<file path="src/rtl/serial_add_pkg.sv">
// Shared types and helpers for the bit-serial adder sequencer.
package serial_add_pkg;

  typedef enum logic {
    IDLE = 1'b0,
    RUN  = 1'b1
  } state_t;

  // Bit counter width; a 2-bit operand still needs a 1-bit counter.
  function automatic int unsigned cnt_w(input int unsigned width);
    return (width <= 2) ? 1 : $clog2(width);
  endfunction

endpackage

</file>
<file path="src/rtl/full_ad.sv">
// 1-bit full-adder cell shared by the serial sequencer; purely combinational.
module full_ad (
  input  logic a,
  input  logic b,
  input  logic c,
  output logic s,
  output logic co
);

  assign s  = a ^ b ^ c;
  assign co = (a & b) | (c & (a ^ b));

endmodule

</file>
<file path="src/rtl/serial_add_ctrl.sv">
// Bit-serial adder sequencer: one full-adder cell, LSB-first, one bit per clock.
// Start/done handshake to the master; carry held in a flop between bits.
module serial_add_ctrl
  import serial_add_pkg::*;
#(
  parameter int unsigned WIDTH = 8
) (
  input  logic             clk,
  input  logic             rst_n,
  input  logic             start,
  input  logic [WIDTH-1:0] a,
  input  logic [WIDTH-1:0] b,
  input  logic             cin,
  output logic             busy,
  output logic             done,
  output logic [WIDTH-1:0] sum,
  output logic             cout
);

  localparam int unsigned CW = cnt_w(WIDTH);

  state_t           state;
  logic [WIDTH-1:0] a_sr;
  logic [WIDTH-1:0] b_sr;
  logic             carry;
  logic [CW-1:0]    cnt;
  logic             s;
  logic             co;

  full_ad u_cell (
    .a  (a_sr[0]),
    .b  (b_sr[0]),
    .c  (carry),
    .s  (s),
    .co (co)
  );

  // Sum bits refill a_sr from the MSB as operand bits leave at the LSB, so
  // after WIDTH shifts a_sr holds the result without a separate register.
  always_ff @(posedge clk or negedge rst_n) begin
    if (!rst_n) begin
      state <= IDLE;
      a_sr  <= '0;
      b_sr  <= '0;
      carry <= 1'b0;
      cnt   <= '0;
      busy  <= 1'b0;
      done  <= 1'b0;
      sum   <= '0;
      cout  <= 1'b0;
    end else begin
      done <= 1'b0;
      case (state)
        IDLE: begin
          if (start) begin
            a_sr  <= a;
            b_sr  <= b;
            carry <= cin;
            cnt   <= '0;
            busy  <= 1'b1;
            state <= RUN;
          end
        end
        RUN: begin
          carry <= co;
          a_sr  <= {s, a_sr[WIDTH-1:1]};
          b_sr  <= {1'b0, b_sr[WIDTH-1:1]};
          cnt   <= cnt + CW'(1);
          if (cnt == CW'(WIDTH - 1)) begin
            sum   <= {s, a_sr[WIDTH-1:1]};
            cout  <= co;
            done  <= 1'b1;
            busy  <= 1'b0;
            cnt   <= '0;
            state <= IDLE;
          end
        end
        default: state <= IDLE;
      endcase
    end
  end

endmodule

</file>
<file path="config.mk">
export PLATFORM = sky130hd
export DESIGN_NAME = serial_add_ctrl
export DESIGN_NICKNAME = d
export VERILOG_FILES = /design/src/rtl/serial_add_pkg.sv /design/src/rtl/full_ad.sv /design/src/rtl/serial_add_ctrl.sv
export SDC_FILE = /design/constraint.sdc
export NUM_CORES = 1
export LEC_CHECK = 0
export CAP_MARGIN = 20
export CORE_UTILIZATION = 60
export DETAILED_ROUTE_END_ITERATION = 10
export DONT_BUFFER_PORTS = 1
export GPL_TIMING_DRIVEN = 0
export HOLD_SLACK_MARGIN = 0.06
export PLACE_DENSITY = 0.76
export SYNTH_ARGS = -nofsm -noshare
export SYNTH_HDL_FRONTEND = slang
export SYNTH_HIERARCHICAL = 1
export SYNTH_SLANG_ARGS = --single-unit
</file>
<file path="constraint.sdc">
create_clock -name clk -period 1.6 [get_ports clk]
set_input_delay 0.4 -clock clk [delete_from_list [all_inputs] [get_ports clk]]
set_output_delay 0.4 -clock clk [all_outputs]
set_load 0.02 [all_outputs]
</file>
### Word-level counts from Yosys, hierarchy flattened

Cells that the tools add are included.

| cells by class | value |
|---|---|
| $add $sub $neg | 1 |
| $mul | 0 |
| div/mod/pow operators | 0 |
| $lt $le $gt $ge | 0 |
| equality and inequality tests | 3 |
| shift-type cells | 0 |
| mux-type cells | 17 |
| bitwise operators | 6 |
| reduce and logical (&&, ||, !) cells | 2 |

Operators by type and width:

| kind | count |
|---|---|
| $pmux 8 s2 | 2 |
| $mux 8 | 2 |
| $mux 1 | 7 |
| $mux 3 | 2 |
| $pmux 1 s2 | 3 |
| $pmux 3 s2 | 1 |
| $reduce_and 2->1 | 2 |
| $add 3x1->3 const B | 1 |
| $eq 3x3->1 const B | 1 |
| $and 1x1->1 | 2 |
| $ne 2x1->1 const B | 1 |
| $ne 2x2->1 const B | 1 |
| $xor 1x1->1 | 2 |
| $not 1->1 | 1 |
| $or 1x1->1 | 1 |

| word-level totals | value |
|---|---|
| register bits | 32 |
| latch bits | 0 |
| RAM bits | 0 |
| bits in read-only memories | 0 |
| output and inout port bits | 11 |
| logic and storage cells | 38 |
| memories | 0 |

### Longest topological paths before layout

Gate-level depths: netlist (run 1).

| depth | value |
|---|---|
| word-level depth | 4 |
| gate-level depth with buffers | 4 |
| mapped depth without buffers | 4 |

### Modules after synthesis

The synthesis (run 1) kept the hierarchy.

Modules (own cells, without submodules):

| module | instances | cells each | area each (µm²) | seq. area each (µm²) |
|---|---|---|---|---|
| serial_add_ctrl | 1 | 112 | 1353.8 | 800.8 |
| full_ad | 1 | 1 | 20.0 | 0.0 |

### Least setup slack after synthesis (run 1)

OpenSTA, ideal clock, no wires.

| path | value |
|---|---|
| path kind | reg-to-reg |
| start point | register cnt[0] |
| end point | register cout |
| arrival time | 1.280 ns |
| slack | 0.195 ns |
| stages on the path, launching flop included | 5 |
| clock period less this slack | 1.405 ns |
| cell sequence | dfrtp_1 -> ha_1 -> ha_1 -> nand2_2 -> mux2_2 |

| on the way | value |
|---|---|
| word-level cells in the longest chain between the ends | 2 |

Ends and longest elaborated chain:

| what | line | source |
|---|---|---|
| from (decl) | serial_add_ctrl.sv:26 | `logic [CW-1:0] cnt;` |
| from (signal assigned) | serial_add_ctrl.sv:68 | `cnt <= cnt + CW'(1);` |
| $eq 3x3->1 | serial_add_ctrl.sv:69 | `if (cnt == CW'(WIDTH - 1)) begin` |
| $reduce_and 2->1 (no source line) | -- |  |
| to (signal assigned) | serial_add_ctrl.sv:71 | `cout <= co;` |
| to (decl) | serial_add_ctrl.sv:17 | `output logic cout` |

No other way between the ends.
A chain may end at the register's enable or synchronous reset.

### Final worst setup path (run 1)

| path | value |
|---|---|
| start point | register cnt[0] |
| end point | register sum[2] |

| on the way | value |
|---|---|
| word-level cells in the longest chain between the ends | 2 |

Ends and longest elaborated chain:

| what | line | source |
|---|---|---|
| $eq 3x3->1 | serial_add_ctrl.sv:69 |  |
| $reduce_and 2->1 (no source line) | -- |  |
| to (signal assigned) | serial_add_ctrl.sv:70 | `sum <= {s, a_sr[WIDTH-1:1]};` |
| to (decl) | serial_add_ctrl.sv:16 | `output logic [WIDTH-1:0] sum,` |

No other way between the ends.

==> key figures, run 1 <==
Pwr
  – Overall Power: 0.00303 W
  – Clk pwr share: 19.5%
  – Psw: 0.00111 W
  – Worst vdd ir: 1350 uV
  – Lkg Pwr: 0.751 nW
  – Cell-internal power: 0.00192 W
  – Comb power frac: 28.7%
  – Sequential power share: 51.8%
  – PD cells: 1990 nW/um2
  – Switching Share: 36.6%

Synthesis
  – Post-Syn Instances: 113
  – Synth area leader: dfrtp_1
  – Post-synth EDFFs: 0
  – Top-area cell type share of the netlist area: 58.3%
  – Post-synth ARST share: 100%
  – Synth top cells by count: dfrtp_1, mux2i_1, nand2_1, o21ai_0, mux2_2
  – Most frequent cell after synthesis: dfrtp_1
  – Post-synth top flop: dfrtp_1
  – Synth Cell Area: 1370 um2
  – Avg Cell Area, Syn: 12.2 um2
  – Dominant cells by area after synthesis: dfrtp_1, mux2i_1, mux2_2
  – FF+latch count, synth: 32
  – Register area share after synthesis: 58.3%
  – Netlist cell types: 18
  – Syn Nets: 137
  – Warnings from Yosys: 6

Worst setup path
  – CP delay by family, top: adder cells
  – Worst setup SP type: flop
  – R2R cell count: 4
  – Worst Path Buf+Inv: 0
  – R2r setup slk: 130 ps
  – Cell mode on critical path: ha_1
  – CP max FO: 10
  – Critical R2R Capture: sum[2]$_DFFE_PN0P_
  – Worst setup EP type: flop
  – Classification of the worst setup path: reg2reg
  – FF-to-FF Start: cnt[0]$_DFFE_PN0P_
  – CP Cell Sequence: ha_1 > ha_1 > nand2_4 > mux2_2
  – Critical path's slowest cell: dfrtp_1
  – Critical Path AT: 1690 ps
  – CP max stage delay: 410 ps
  – Worst path required time: 1820 ps

Placed design
  – Port Buffers: 0
  – GP Congestion: 0.730
  – Area post-placement: 1410 um2
  – Detailed placement HPWL: 1.62 mm

Die
  – Initial Util: 66.6%
  – Core Box Area: 2060 um2
  – Chip height: 49.9 um
  – Die width: 49.9 um
  – I/O pins: 31
  – Die footprint: 2490 um2
  – Row Count: 16

Timing
  – Clock skew: 11.6 ps
  – Max-slew violation count: 0
  – Min Clock Period, post-route: 1470 ps
  – Peak Freq: 678 MHz
  – Slew headroom: 70.0%
  – Setup TNS: 0 ps
  – RSZ-0062 raised after global routing: no
  – Slew @ Worst Pin: 450 ps
  – Part of the cycle the worst path needs: 92.2%
  – Setup violators final: 0
  – Hold Slack: 255 ps
  – Endpoints failing hold: 0

Detailed routing
  – DR pass1 iterations: 4
  – DR vias: 862
  – Detail Route Antenna Nets: 0
  – DRC violations left: 0
  – DR vias/cell: 5.75
  – Starting DRT DRC Count: 12
  – Final WL: 2.38 mm
  – Wire per inst: 15.9 um

Finish
  – Final Instance Area: 1520 um2
  – Layout Nets: 146
  – Layout cells sized above 1: 17.1%
  – Synth-to-Final Area Change: 10.6%
  – # diodes: 0

Clock network
  – H-tree levels: 2
  – Cts bufs inserted: 5
  – Worst-path clk slew: 100 ps
  – CTS tree: done
  – Clock Latency Late Sink: 330 ps
  – CTS Buffer Depth: 2
  – Root buf cell: clkbuf_4
  – CTS Sinks: 32

Global route
  – First-pass GRT wire length: 4.07 mm
  – GRT Total Usage: 22.6%
  – Initial antenna violation count: 0
  – Grt ovf: 0
  – Largest net degree at the start of global routing: 33
  – Vias in the first global route: 912

Outcome
  – Status: completed

Worst hold path
  – Min-Delay Path Class: in2reg
  – Min-Delay Startpoint: b[7]
  – Cells on Worst Hold Path: 2
  – WHS Endpoint: b_sr[7]$_DFFE_PN0P_

Run
  – Max_cap viols: 0
-- stage by stage --
| step | util (%) | setup WS [ps] | cells |
|---|---|---|---|
| finish | 73.7 | 125 | 150 |
| global route | 73.7 | 45.3 | 150 |
| CTS | 73.4 | 48.7 | 150 |
| detailed placement | 68.3 | 57.6 | 140 |
| global placement | 68.3 | 105 | 140 |
| floorplan | - | 195 | 113 |
-- cells by family (layout without fill, tap and decap cells) --
group                      count (synthesis)  after routing  synth area share, %
adders and majority gates                  4              4                 4.19
DFF                                       32             32                 58.3
AOI/OAI and AO/OA                         21             21                 8.47
and+or+nand+nor                           22             22                 6.47
muxes                                     26             26                 19.8
buffers and inverters                      8             18                 2.82
-- state kept, by name, summed over array words and instances (netlist names) --
signal	flops
a_sr	8
b_sr	8
sum	8
cnt	3
busy	1
carry	1
cout	1
done	1
state	1
-- routing by layer --
layer / up-vias / share of wire, % / track usage [%]
met5: - / 0 / 0
met4: 0 / 1.6 / 10.0
met2: 24 / 46 / 34.7
met3: 7 / 5.3 / 6.48
met1: 428 / 47 / 29.8
li1: 403 / - / -
-- worst register-to-register path, cell delays in order, from the launching register on --
cell and delay, ps:
dfrtp_1 410, ha_1 230, ha_1 220, nand2_4 160, mux2_2 360
-- area by class of cell --
class	count	area (um2)
clock inverter	2	35.0
tap	27	33.8
inverter	2	7.51
fill	138	543
multi-input combinational	73	539
timing repair buffer	2	30.0
buffer	6	31.3
sequential	32	801
clock buffer	6	41.3
-- placed cells by master, fill, tap and decap left out --
master,instances
a21o_1,1
nor3b_1,1
nand2_1,16
nor2_1,4
fa_1,1
bufinv_16,1
buf_2,1
buf_4,2
inv_1,2
dlygate4sd3_1,1
clkinv_2,1
mux2i_1,17
nand2_4,1
dfrtp_1,32
o22ai_1,1
clkbuf_4,5
a22o_1,2
clkbuf_1,4
mux2_2,9
buf_12,1
a21oi_1,1
o21ai_0,16
ha_1,3
-- what timing repair did --
| action | CTS | global route |
|---|---|---|
| hold buffers | 2 | 0 |
| buffers inserted | 0 | 0 |
| endpoints found under the hold margin | 32 | 0 |
| setup endpoints to repair | 0 | 8 |
| gates resized for setup | 0 | 1 |
-- worst max-delay path by stage --
stage                               to  cells after the start          startpoint  slack (ps)
finish              sum[2]$_DFFE_PN0P_                      4  cnt[0]$_DFFE_PN0P_         130
global route        sum[7]$_DFFE_PN0P_                      4  cnt[0]$_DFFE_PN0P_          50
CTS                 sum[2]$_DFFE_PN0P_                      4  cnt[0]$_DFFE_PN0P_          50
detailed placement  sum[4]$_DFFE_PN0P_                      4  cnt[0]$_DFFE_PN0P_          60
global placement    sum[3]$_DFFE_PN0P_                      4  cnt[0]$_DFFE_PN0P_         110
floorplan             cout$_DFFE_PN0P_                      4  cnt[0]$_DFFE_PN0P_         200
-- power groups by stage --
stage                     logic [W]  registers (W)  clock network (W)
after floorplan            0.000684        0.00151                  0
after global placement     0.000796        0.00156                  0
after detailed placement   0.000843        0.00158                  0
after CTS                  0.000873        0.00157           0.000602
after global routing        0.00100        0.00162           0.000627
final                      0.000869        0.00157           0.000590
Power figures use the tool's default switching activity.
==> run 2: changes to the inputs <==
CORE_ASPECT_RATIO = 0.75   (was unset)
CORE_MARGIN = 2   (was unset)
==> key figures, run 2 (synthesis gave the netlist of run 1 again) <==
Clock network
  – CTS Sinks: 32 (unchanged)
  – H-tree levels: 2 (unchanged)
  – Worst-path clk slew: 100 ps (about the same)
  – Clock Latency Late Sink: 330 ps (about the same)
  – Cts bufs inserted: 5 (unchanged)
  – CTS Buffer Depth: 2 (unchanged)
  – Root buf cell: clkbuf_4 (unchanged)
  – CTS tree: done (unchanged)

Placed design
  – Detailed placement HPWL: 1.66 mm (was 1.62 mm)
  – Port Buffers: 0 (unchanged)
  – GP Congestion: 0.761 (was 0.730)
  – Pre-CTS setup slack: 55.4 ps (was 57.6 ps)
  – Area post-placement: 1400 um2 (was 1410 um2)

Finish
  – Commonest non-fill, non-tap cell in the layout: dfrtp_1 (unchanged)
  – Highest-count cells in the layout ignoring fill and taps: dfrtp_1, mux2i_1, nand2_1, o21ai_0, mux2_2 (unchanged)
  – Biggest registers after layout: a_sr x8, b_sr x8, sum x8 (unchanged)
  – Layout Nets: 146 (unchanged)
  – # diodes: 0 (unchanged)
  – Synth-to-Final Area Change: 9.20% (was 10.6%)
  – Core Util, Final: 72.0% (was 73.7%)
  – Filler instances: 154 (was 138)
  – Final Instance Area: 1500 um2 (was 1520 um2)
  – Layout cells sized above 1: 17.9% (was 17.1%)

Global route
  – Initial antenna violation count: 0 (unchanged)
  – GRT Total Usage: 22.4% (was 22.6%)
  – Vias in the first global route: 890 (was 912)
  – First-pass GRT wire length: 4.13 mm (was 4.07 mm)
  – Grt ovf: 0 (unchanged)
  – Largest net degree at the start of global routing: 33 (unchanged)

Timing
  – Setup violators final: 0 (unchanged)
  – Setup TNS: 0 ps (unchanged)
  – Part of the cycle the worst path needs: 93.6% (was 92.2%)
  – Max-slew violation count: 0 (unchanged)
  – Endpoints failing hold: 0 (unchanged)
  – Min Clock Period, post-route: 1500 ps (was 1470 ps)
  – Slew headroom: 70.0% (about the same)
  – Peak Freq: 668 MHz (was 678 MHz)
  – Slew @ Worst Pin: 450 ps (about the same)
  – Final worst slack: 103 ps (was 125 ps)
  – Clock skew: 11.8 ps (was 11.6 ps)
  – RSZ-0062 raised after global routing: no (unchanged)
  – Hold Slack: 227 ps (was 255 ps)

Worst hold path
  – Cells on Worst Hold Path: 2 (unchanged)
  – Min-Delay Path Class: in2reg (unchanged)
  – WHS Endpoint: b_sr[7]$_DFFE_PN0P_ (unchanged)
  – Min-Delay Startpoint: b[7] (unchanged)

Worst setup path
  – Worst setup SP type: flop (unchanged)
  – R2r setup slk: 100 ps (was 130 ps)
  – Setup crit start: cnt[0]$_DFFE_PN0P_ (unchanged)
  – Worst setup EP type: flop (unchanged)
  – Critical path's slowest cell: dfrtp_1 (unchanged)
  – CP max stage delay: 410 ps (about the same)
  – Classification of the worst setup path: reg2reg (unchanged)
  – CP Cell Sequence: ha_1 > ha_1 > nand2_4 > mux2_2 (unchanged)
  – FF-to-FF Start: cnt[0]$_DFFE_PN0P_ (unchanged)
  – Critical Path AT: 1710 ps (was 1690 ps)
  – Critical R2R Capture: sum[2]$_DFFE_PN0P_ (unchanged)
  – CP max FO: 10 (unchanged)
  – R2R cell count: 4 (unchanged)
  – Worst path required time: 1820 ps (about the same)
  – Cell mode on critical path: ha_1 (unchanged)

Detailed routing
  – Final WL: 2.42 mm (was 2.38 mm)
  – DR vias: 845 (was 862)
  – DRC violations left: 0 (unchanged)
  – Starting DRT DRC Count: 34 (was 12)
  – Detail Route Antenna Nets: 0 (unchanged)
  – DR vias/cell: 5.75 (about the same)
  – DR pass1 iterations: 4 (unchanged)
  – Wire per inst: 16.5 um (was 15.9 um)

Die
  – Chip height: 45.4 um (was 49.9 um)
  – Row Count: 14 (was 16)
  – Core Box Area: 2080 um2 (was 2060 um2)
  – Initial Util: 65.9% (was 66.6%)
  – Die footprint: 2690 um2 (was 2490 um2)
  – I/O pins: 31 (unchanged)
  – Die width: 59.3 um (was 49.9 um)

Run
  – Max_cap viols: 0 (unchanged)

Pwr
  – PD cells: 1940 nW/um2 (was 1990 nW/um2)
  – Lkg Pwr: 0.746 nW (was 0.751 nW)
  – Worst vdd ir: 1160 uV (was 1350 uV)

Outcome
  – Status: completed (unchanged)
==> run 2: cell count changes in the layout (fill, tap and decap cells not counted), sizes merged <==
cell	delta
bufinv	-1
clkinv	+1
==> run 2: layout make-up <==
| class | count | area, um2 | area share, % |
|---|---|---|---|
| repair buffers | 2 | 30.0 | 2.00 |
| flip-flops and latches | 32 | 801 | 53.4 |
| clock inverters | 2 | 10.0 | 0.667 |
| well taps | 24 | 30.0 | 2.00 |
| clock buffers | 6 | 51.3 | 3.42 |
| inverters | 2 | 7.51 | 0.500 |
| plain buffers | 6 | 31.3 | 2.09 |
| multi-input cells | 73 | 539 | 35.9 |
==> run 2: critical path: cells and delay by family, from the launching register on <==
kind	cells	cell delay [ps]
AND/OR/NAND/NOR	1	160
adder cells (fa/ha/maj)	2	460
multiplexers	1	350
flip-flops	1	410
==> run 2: what timing repair did <==
action | CTS | global route
resized for setup | 0 | 1
hold buffers | 2 | 0
endpoints found under the setup margin | 0 | 9
buffers inserted | 0 | 0
endpoints found under the hold margin | 32 | 0
==> run 2: worst max-delay path by stage <==
stage | endpoint | slack [ps] | cells after the start
4_1_cts | sum[2]$_DFFE_PN0P_ | 40 | 4
3_5_place_dp | sum[2]$_DFFE_PN0P_ | 60 | 4
3_3_place_gp | sum[1]$_DFFE_PN0P_ | 100 | 4
6_report | sum[2]$_DFFE_PN0P_ | 100 | 4
5_1_grt | sum[2]$_DFFE_PN0P_ | 40 | 4
2_1_floorplan | cout$_DFFE_PN0P_ | 200 | 4
==> run 2: layer usage <==
metal / vias up / global-route usage, % / wire length (um)
met1: 409 / 28.3 / 1080
met5: - / 0 / 0
met2: 26 / 34.9 / 1150
met3: 5 / 6.82 / 160
met4: 0 / 12.3 / 40
li1: 405 / - / -
==> run 2: power breakdown <==
| group | internal [W] | switching [W] |
|---|---|---|
| Clock | 0.000209 | 0.000270 |
| Sequential | 0.00117 | 0.000400 |
| Combinational | 0.000426 | 0.000443 |
| Total | 0.00180 | 0.00111 |
==> run 2: through the flow <==
step | power [W] | instances
2_1_floorplan | 0.00220 | 113
4_1_cts | 0.00293 | 147
6_report | 0.00292 | 147
5_1_grt | 0.00315 | 147
3_3_place_gp | 0.00237 | 137
3_5_place_dp | 0.00243 | 137
==> run 3: changes to the inputs <==
CORE_MARGIN = 4   (was 2)
SKIP_LAST_GASP = 1   (was unset)
==> key figures, run 3 (synthesis gave the netlist of run 1 again) <==
Global route
  – GRT Total Usage: 18.9% (was 22.4%)
  – Grt ovf: 0 (unchanged)
  – Initial antenna violation count: 0 (unchanged)
  – Vias in the first global route: 892 (was 890)
  – First-pass GRT wire length: 4.40 mm (was 4.13 mm)
  – Largest net degree at the start of global routing: 33 (unchanged)

Die
  – Die footprint: 3130 um2 (was 2690 um2)
  – Row Count: 14 (unchanged)
  – I/O pins: 31 (unchanged)
  – Core Box Area: 2080 um2 (unchanged)
  – Die width: 63.3 um (was 59.3 um)
  – Chip height: 49.4 um (was 45.4 um)
  – Initial Util: 65.9% (unchanged)

Detailed routing
  – Final WL: 2.54 mm (was 2.42 mm)
  – Starting DRT DRC Count: 55 (was 34)
  – Top layer in use: met4 (unchanged)
  – Met1 WL: 1.14 mm (was 1.08 mm)
  – WL met3: 161 um (was 160 um)
  – Wire per inst: 17.3 um (was 16.5 um)
  – Detail Route Antenna Nets: 0 (unchanged)
  – DR pass1 iterations: 4 (unchanged)
  – DRC violations left: 0 (unchanged)
  – DR vias: 853 (was 845)
  – Routed wl met2: 1.19 mm (was 1.15 mm)
  – DR vias/cell: 5.80 (was 5.75)

Worst hold path
  – Min-Delay Path Class: in2reg (unchanged)
  – Cells on Worst Hold Path: 2 (unchanged)
  – WHS Endpoint: b_sr[7]$_DFFE_PN0P_ (unchanged)
  – Min-Delay Startpoint: b[7] (unchanged)

Worst setup path
  – Classification of the worst setup path: reg2reg (unchanged)
  – CP max FO: 10 (unchanged)
  – R2R cell count: 4 (unchanged)
  – Worst path required time: 1820 ps (about the same)
  – Worst setup SP type: flop (unchanged)
  – Critical Path AT: 1720 ps (was 1710 ps)
  – FF-to-FF Start: cnt[0]$_DFFE_PN0P_ (unchanged)
  – Critical R2R Capture: sum[1]$_DFFE_PN0P_ (was sum[2]$_DFFE_PN0P_)
  – Worst setup EP type: flop (unchanged)
  – R2r setup slk: 100 ps (about the same)

Clock network
  – Postcts setup bufs: 0 (unchanged)
  – CTS Sinks: 32 (unchanged)
  – Clock Latency Late Sink: 330 ps (about the same)
  – Root buf cell: clkbuf_4 (unchanged)
  – H-tree levels: 2 (unchanged)
  – Cts bufs inserted: 5 (unchanged)
  – CTS Buffer Depth: 2 (unchanged)
  – CTS tree: done (unchanged)
  – Worst-path clk slew: 100 ps (about the same)

Finish
  – Highest-count cells in the layout ignoring fill and taps: dfrtp_1, mux2i_1, nand2_1, o21ai_0, mux2_2 (unchanged)
  – # diodes: 0 (unchanged)
  – Layout cells sized above 1: 16.3% (was 17.9%)
  – Biggest registers after layout: a_sr x8, b_sr x8, sum x8 (unchanged)
  – Commonest non-fill, non-tap cell in the layout: dfrtp_1 (unchanged)
  – Layout Nets: 146 (unchanged)
  – Synth-to-Final Area Change: 9.02% (was 9.20%)

Timing
  – Setup violators final: 0 (unchanged)
  – Peak Freq: 667 MHz (was 668 MHz)
  – Part of the cycle the worst path needs: 93.8% (was 93.6%)
  – Hold Slack: 223 ps (was 227 ps)
  – Endpoints failing hold: 0 (unchanged)
  – RSZ-0062 raised after global routing: no (unchanged)
  – Slew @ Worst Pin: 421 ps (was 450 ps)
  – Setup TNS: 0 ps (unchanged)
  – Min Clock Period, post-route: 1500 ps (about the same)
  – Clock skew: 6.76 ps (was 11.8 ps)
  – Max-slew violation count: 0 (unchanged)
  – Slew headroom: 71.9% (was 70.0%)

Outcome
  – Status: completed (unchanged)

Run
  – Max_cap viols: 0 (unchanged)

Placed design
  – GP Congestion: 0.706 (was 0.761)
  – Detailed placement HPWL: 1.82 mm (was 1.66 mm)
  – Port Buffers: 0 (unchanged)

Pwr
  – Worst vdd ir: 1020 uV (was 1160 uV)
  – Lkg Pwr: 0.741 nW (was 0.746 nW)
  – PD cells: 1950 nW/um2 (was 1940 nW/um2)
## run 3: worst max-delay path, stage by stage, from the launching register on
cell and delay, ps:
dfrtp_1 410, ha_1 240, ha_1 230, nand2_4 160, mux2_2 350
## run 3: through the flow
stage / std cells / cell area, um2 / setup WS (ps) / utilization (%) / power (W)
global route: 147 / 1500 / 24.4 / 71.8 / 0.00317
finish: 147 / 1500 / 99.9 / 71.8 / 0.00293
global placement: 137 / 1400 / 101 / 67.3 / 0.00237
floorplan: 113 / 1370 / 195 / - / 0.00220
detailed placement: 137 / 1400 / 45.1 / 67.3 / 0.00244
CTS: 147 / 1490 / 37.2 / 71.6 / 0.00295
## run 3: how the worst max path moves through the flow
| stage | start | endpoint | slack, ps | depth (start not counted) |
|---|---|---|---|---|
| global placement | cnt[0]$_DFFE_PN0P_ | sum[1]$_DFFE_PN0P_ | 100 | 4 |
| CTS | cnt[0]$_DFFE_PN0P_ | cout$_DFFE_PN0P_ | 40 | 4 |
| global route | cnt[0]$_DFFE_PN0P_ | sum[3]$_DFFE_PN0P_ | 20 | 4 |
| detailed placement | cnt[0]$_DFFE_PN0P_ | sum[1]$_DFFE_PN0P_ | 50 | 4 |
| finish | cnt[0]$_DFFE_PN0P_ | sum[1]$_DFFE_PN0P_ | 100 | 4 |
| floorplan | cnt[0]$_DFFE_PN0P_ | cout$_DFFE_PN0P_ | 200 | 4 |
## run 3: per-layer routing
layer  track usage, %  vias up
met2             27.5       29
met4             9.68        0
li1                 -      407
met5                0        -
met1             25.2      412
met3             6.45        5
## run 3: power by group
| part | leakage (nW) | total [W] | internal (W) | switching [W] |
|---|---|---|---|---|
| clock | 0.0326 | 0.000482 | 0.000217 | 0.000265 |
| sequential | 0.402 | 0.00157 | 0.00117 | 0.000403 |
| combinational | 0.306 | 0.000874 | 0.000427 | 0.000446 |
| total | 0.741 | 0.00293 | 0.00181 | 0.00111 |
## run 3: timing repair
item                                   in CTS  in global routing
hold buffers                                2                  0
setup endpoints to repair                   0                  9
endpoints found under the hold margin      32                  0
gates resized for setup                     0                  1
## run 3: final cells by class
type                       instances  area (um2)
sequential                        32         801
fill                             161         587
multi-input combinational         73         539
clock buffer                       8        58.8
buffer                             6        31.3
timing repair buffer               2        30.0
tap                               24        30.0
inverter                           2        7.51
